===== config.mk =====
export PLATFORM = sky130hd
export DESIGN_NAME = mux4_rr_arbiter
export DESIGN_NICKNAME = d
export VERILOG_FILES = /design/src/rtl/mux4_rr_arbiter.sv
export SDC_FILE = /design/constraint.sdc
export NUM_CORES = 1
export LEC_CHECK = 0
export CAP_MARGIN = 20
export CELL_PAD_IN_SITES_DETAIL_PLACEMENT = 1
export CELL_PAD_IN_SITES_GLOBAL_PLACEMENT = 2
export CORE_AREA = 2 2 47 49
export CTS_BUF_LIST = sky130_fd_sc_hd__clkbuf_4
export CTS_CLUSTER_DIAMETER = 50
export CTS_CLUSTER_SIZE = 10
export DETAILED_ROUTE_END_ITERATION = 8
export DIE_AREA = 0 0 49 51
export PLACE_DENSITY = 0.88
export SETUP_SLACK_MARGIN = 0.4
export SLEW_MARGIN = 20
export SYNTH_ARGS = -nofsm -noshare
export SYNTH_HDL_FRONTEND = slang
export SYNTH_SLANG_ARGS = --single-unit

===== constraint.sdc =====
create_clock -name clk -period 3.9 [get_ports clk]
set_input_delay 0.39 -clock clk [delete_from_list [all_inputs] [get_ports clk]]
set_output_delay 0.39 -clock clk [all_outputs]
set_load 0.02 [all_outputs]

===== src/rtl/mux4_rr_arbiter.sv =====
// Round-robin arbiter for a shared 4:1 mux path. The grant is held until the owner releases it, and each release is followed by one dead cycle.
// Define ARB_TIMEOUT_EN to add a hold counter that forces a release after MAX_HOLD cycles and pulses timeout.
module mux4_rr_arbiter #(
    parameter int MAX_HOLD = 8
) (
    input  logic       clk,
    input  logic       resetn,
    input  logic [3:0] req,
    input  logic [3:0] done,
    output logic [1:0] sel,
    output logic [3:0] grant,
    output logic       busy,
    output logic       timeout
);

    typedef enum logic [1:0] {
        IDLE,
        GRANT,
        RELEASE
    } state_t;

    state_t     state_q, state_d;
    logic [1:0] ptr_q, ptr_d;
    logic [1:0] sel_q, sel_d;
    logic [3:0] grant_q, grant_d;
    logic [1:0] winner;
    logic       found;
    logic       anyReq;
    logic       relCond;
    logic       holdExpired;

    if (MAX_HOLD < 2 || MAX_HOLD > 255) begin : gBadMaxHold
        $error("mux4_rr_arbiter: MAX_HOLD must be within 2..255");
    end

`ifdef ARB_TIMEOUT_EN
    localparam logic [7:0] HoldLast = 8'(MAX_HOLD - 1);
    logic [7:0] holdCnt_q, holdCnt_d;
    logic       timeout_q, timeout_d;
    assign holdExpired = (holdCnt_q == HoldLast);
`else
    assign holdExpired = 1'b0;
`endif

    assign anyReq  = |req;
    assign relCond = done[sel_q] | ~req[sel_q];

    // The search starts just after the last winner, so the last winner has the lowest priority.
    always_comb begin
        winner = ptr_q;
        found  = 1'b0;
        for (int i = 1; i <= 4; i++) begin
            if (!found && req[ptr_q + 2'(i)]) begin
                winner = ptr_q + 2'(i);
                found  = 1'b1;
            end
        end
    end

    always_ff @(posedge clk) begin
        if (!resetn) begin
            state_q   <= IDLE;
            ptr_q     <= 2'b11;
            sel_q     <= 2'b00;
            grant_q   <= 4'b0000;
`ifdef ARB_TIMEOUT_EN
            holdCnt_q <= 8'd0;
            timeout_q <= 1'b0;
`endif
        end else begin
            state_q   <= state_d;
            ptr_q     <= ptr_d;
            sel_q     <= sel_d;
            grant_q   <= grant_d;
`ifdef ARB_TIMEOUT_EN
            holdCnt_q <= holdCnt_d;
            timeout_q <= timeout_d;
`endif
        end
    end

    always_comb begin
        state_d   = state_q;
        ptr_d     = ptr_q;
        sel_d     = sel_q;
        grant_d   = 4'b0000;
`ifdef ARB_TIMEOUT_EN
        holdCnt_d = holdCnt_q;
        timeout_d = 1'b0;
`endif
        case (state_q)
            IDLE, RELEASE: begin
                if (anyReq) begin
                    state_d   = GRANT;
                    ptr_d     = winner;
                    sel_d     = winner;
                    grant_d   = 4'b0001 << winner;
`ifdef ARB_TIMEOUT_EN
                    holdCnt_d = 8'd0;
`endif
                end else begin
                    state_d = IDLE;
                end
            end
            GRANT: begin
                // A real release wins over an expiring hold counter, so timeout stays low.
                if (relCond) begin
                    state_d = RELEASE;
                end else if (holdExpired) begin
                    state_d   = RELEASE;
`ifdef ARB_TIMEOUT_EN
                    timeout_d = 1'b1;
`endif
                end else begin
                    grant_d   = grant_q;
`ifdef ARB_TIMEOUT_EN
                    holdCnt_d = holdCnt_q + 8'd1;
`endif
                end
            end
            default: begin
                state_d = IDLE;
            end
        endcase
    end

    always_comb begin
        busy  = (state_q != IDLE);
        grant = grant_q;
        sel   = sel_q;
`ifdef ARB_TIMEOUT_EN
        timeout = timeout_q;
`else
        timeout = 1'b0;
`endif
    end

endmodule


Word level (Yosys, flattened, before mapping)
Cells that the tools add are included.
{"block": "op_classes", "add_sub_neg": 3, "magnitude_cmp": 5, "n_eq_ne": 3, "shift": 1, "n_mux": 25, "bitwise_logic": 2, "reduce_logical": 11}
{"operator": "2-bit by 3-bit less-than comparator with 1-bit output, second input constant", "count": 5}
{"operator": "1-bit binary-select mux with 2-bit select", "count": 6}
{"operator": "1-bit 2-to-1 mux", "count": 10}
{"operator": "2-bit 2-to-1 mux", "count": 5}
{"operator": "4-bit 2-to-1 mux", "count": 2}
{"operator": "4-bit case mux with 2 select lines", "count": 1}
{"operator": "2-bit adder, second input constant", "count": 2}
{"operator": "2-bit case mux with 2 select lines", "count": 1}
{"operator": "4-bit OR reduction", "count": 1}
{"operator": "1-bit by 2-bit left shift with 4-bit output, first input constant", "count": 1}
{"operator": "1-bit logical AND", "count": 3}
{"operator": "1-bit logical NOT", "count": 3}
{"operator": "2-bit by 1-bit adder with 2-bit output, second input constant", "count": 1}
{"operator": "2-bit by 1-bit equality test with 1-bit output, second input constant", "count": 1}
{"operator": "2-bit equality test, second input constant", "count": 1}
{"operator": "2-bit logical NOT", "count": 1}
{"operator": "2-bit inequality test, second input constant", "count": 1}
{"operator": "2-bit AND reduction", "count": 1}
{"operator": "2-bit nonzero test", "count": 1}
{"operator": "2-bit OR reduction", "count": 1}
{"operator": "1-bit NOT", "count": 1}
{"operator": "1-bit OR", "count": 1}
{"block": "totals", "ff_bits": 10, "out_inout_bits": 8, "elab_cells": 54}

Depth between registers and ports, before layout
{"block": "depth", "depth_word": 16, "ltp_mapped": 4, "depth_no_buf": 4}

Worst setup path before layout
OpenSTA, ideal clock, no wires.
{"block": "synth_timing", "path_kind": "register to register", "start": "register sel_q[1] (netlist: sel[1])", "end": "register grant_q[0] (netlist: grant[0])", "setup_time_ns": 0.117, "arrival_time_ns": 1.360, "required_ns": 3.783, "slack_ns": 2.422, "path_stages_with_launch": 4, "path_buffers": 0, "cell_sequence": "dfxtp_1 > mux4_2 > and3_4 > a32o_1"}
{"block": "synth_via", "elab_chain_len": 5, "elab_cells_between_ends": 7, "classes_between": "eq/ne: 1; mux: 4; bitwise: 2"}
{"element": "start: declaration", "line_no": "24", "source": "logic [1:0] sel_q, sel_d;"}
{"element": "start signal: assignment", "line_no": "73", "source": "sel_q <= sel_d;"}
{"element": "1-bit binary-select mux with 2-bit select", "line_no": "46", "source": "assign relCond = done[sel_q] | ~req[sel_q];"}
{"element": "1-bit 2-to-1 mux (not written as such)", "line_no": "46"}
{"element": "1-bit NOT", "line_no": "46"}
{"element": "1-bit OR *", "line_no": "46"}
{"element": "2-bit inequality test (no line) *"}
{"element": "end signal: assignment", "line_no": "74", "source": "grant_q <= grant_d;"}
{"element": "end: declaration", "line_no": "25", "source": "logic [3:0] grant_q, grant_d;"}
Mark *: on every way between the ends. The rest lies on a longest branch, timed or not. The select of a mux whose other input is x is not followed.
A chain may end at the register's enable or synchronous reset.

Final worst setup path
{"block": "layout_timing", "start": "register state_q[0]", "end": "output port busy"}
{"block": "layout_via", "elab_chain_len": 1}
{"element": "start: declaration", "line_no": "22", "source": "state_t state_q, state_d;"}
{"element": "start signal: assignment", "line_no": "71", "source": "state_q <= state_d;"}
{"element": "2-bit nonzero test", "line_no": "128", "source": "busy = (state_q != IDLE);"}
{"element": "end: declaration", "line_no": "12", "source": "output logic busy,"}
No other way between the ends.

==> qor_table.md <==
| Quantity | Value |
|:---|:---|
| Flip-flop and latch count after synthesis | 10 |
| Maximum number of pins on one net before global-route repair | 13 |
| Gate count after technology mapping | 56 |
| Clock tree from TritonCTS | done |
| Half-perimeter wire length after detailed placement | 1043 um |
| Core area | 2063 um^2 |
| Total placed cells including tap cells | 98 |
| Number of DRC violations after detailed routing | 0 |
| Maximum fanout along the worst path | 4 |
| Average detailed-routed wire length per instance | 12.53 um |
| Async S/R FF share, synth | 0% |
| Total global-route track usage | 12.45% |
| Total count of hold-check failures in the final report | 0 |
| Maximum vdd drop | 0.0001893 V |
| Endpoint kind of the worst setup timing path | output pin |
| Diodes inserted | 0 |
| Clock insertion delay at the later pin of the skew report | 0.27 ns |
| Length of the first detailed-routing pass in iterations | 4 |
| Post-route minimum period | 1.791 ns |
| Horizontal die dimension | 49 um |
| Wire length of the first global-routing pass | 2270 um |
| Warning count from the yosys run | 0 |
| Number of distinct library cells after synthesis | 26 |
| Worst Clk Skew | 0.002793 ns |
| Number of placed I/O pins | 18 |
| Portion of the post-synthesis area used by sequential elements | 39.60% |
| Number of routed nets with antenna violations | 0 |
| Clock-pin slew on the worst setup and hold paths | 0.06 ns |
| Static leakage | 0.0002501 uW |
| Count of endpoints failing setup in the final report | 0 |
| Number of placement rows | 17 |
| Vias per Instance | 4.814 |
| Pre-CTS worst setup slack | 1.868 ns |
| Final Worst Setup Slack | 2.109 ns |
| Max Fclk | 558.5 MHz |
| Vias | 491 |
| Start-to-end type of the worst setup path | reg2out |
| Post-synth net total | 66 |
| Period utilization | 45.91% |
| Synthesized cell area | 505.5 um^2 |
| Kind of path behind the tightest hold check | reg2reg |
| # port buffers | 16 |
| EDFF count, synth | 0 |
| Overall Power | 272.7 uW |
| Area of the die | 2499 um^2 |
| Largest buffer count on any clock path | 2 |
| Post-cts repair resize count | 0 |
| Total clock buffers created by CTS | 3 |
| Routed wire length | 1278 um |
| Crit path arrival time | 1.40 ns |
| Number of nets in the layout | 85 |
| Count of pins over their slew limit | 0 |
| Iteration-0 DRC Markers | 7 |
| Share of cells above drive strength 1 | 10.81% |
| Top_reg_cell synth | dfxtp_1 |
| Commonest non-fill, non-tap cell in the layout | clkdlybuf4s50_1 |
| Final weighted congestion in routability-driven placement | 0.7389 |
| Post-CTS setup buffers | 0 |
| Clock sink count | 10 |
| Max-cap check violation count | 0 |
| Non-filler instance count after layout | 102 |
| Remaining global-route overflow | 0 |
| Max H-tree Level | 1 |
| Number of global-route vias before repair | 493 |
| Initial cell density of the core | 24.50% |
| Hold Buf Count CTS | 0 |
| Summed negative setup slack over all endpoints | 0 ns |
| Post-synthesis to final-layout area growth | 41.58% |
| Commonest non-fill, non-tap cells in the layout | clkdlybuf4s50_1, dfxtp_1, nand2_1 |
| P per Cell Area | 381.1 nW/um^2 |
| Antenna violations before repair | 0 |
| Worst Path Required | 3.51 ns |
| Post-route worst hold slack | 0.4818 ns |
| Result of the run | finished clean |
| Die height | 51 um |
| Clock root buffer | clkbuf_4 |
| Kind of start point of the critical path | register |
| Mean instance size in the synthesized netlist | 9.027 um^2 |
| Unrepaired setup endpoints after global routing | no |
[per-layer routing]
layer  vias up  wire length, um  track usage [%]
met5         -                0                0
met3         3               74            5.556
met1       236              584            14.13
met4         0               11            4.286
li1        241                -                -
met2        11              608            20.78
[through the flow]
stage,cell area [um^2],util [%]
final,715.7,34.69
after global routing,715.7,34.69
after CTS,715.7,34.69
after detailed placement,689.4,33.41
after global placement,689.4,33.41
after floorplan,505.5,-
[power breakdown]
group	internal [uW]	total [uW]	switching [uW]
registers	113	122	9.27
logic	40.3	78.3	38.0
clock network	37.0	72.3	35.3
[flip-flops by register name (all words and copies together), names as in the netlist]
register,cells
grant,4
sel,2
ptr_q,2
state_q,2
[cell usage after synthesis (2+ instances only)]
cell      count  area (um^2)
nand2b_1      3        18.77
o211ai_1      2        15.01
dfxtp_1      10        200.2
a21boi_0      2        15.01
or2_2         2        12.51
o21a_1        2        15.01
a32o_1        2        20.02
nor2b_1       5        31.28
o32ai_1       2        17.52
nor2_1        3        11.26
o21ai_0       3        15.01
nand2_1       6        22.52
[critical path, stage by stage (launching register included)]
cell,delay [ns]
dfxtp_1,0.33
or2_2,0.27
clkdlybuf4s50_1,0.53
[kinds of logic after synthesis]
group	count (synthesis)	synth area share (%)
compound gates	15	21.78
flops	10	39.60
simple gates	27	31.19
other cells	1	0.7419
mux	1	4.455
buf+inv	2	2.228
[area by class of cell]
| type | instances | area [um^2] |
|---|---|---|
| Clock buffer | 3 | 22.52 |
| Clock inverter | 1 | 3.754 |
| Fill cell | 262 | 1348 |
| Multi-Input combinational cell | 44 | 294.0 |
| Sequential cell | 10 | 200.2 |
| Tap cell | 28 | 35.03 |
| Timing Repair Buffer | 16 | 160.2 |
[final timing paths]
kind | start | end | slack, ns | depth (start not counted)
worst max-delay path | state_q[0]$_SDFFE_PN0P_ | busy | 2.11 | 2
worst min-delay path | grant[1]$_SDFFE_PN0P_ | grant[1]$_SDFFE_PN0P_ | 0.48 | 2
worst max register to register | sel[1]$_SDFFE_PN0P_ | grant[2]$_SDFFE_PN0P_ | 2.51 | 3
worst min register to register | grant[1]$_SDFFE_PN0P_ | grant[1]$_SDFFE_PN0P_ | 0.48 | 2
Note: power is estimated with default switching activity, not from simulation.
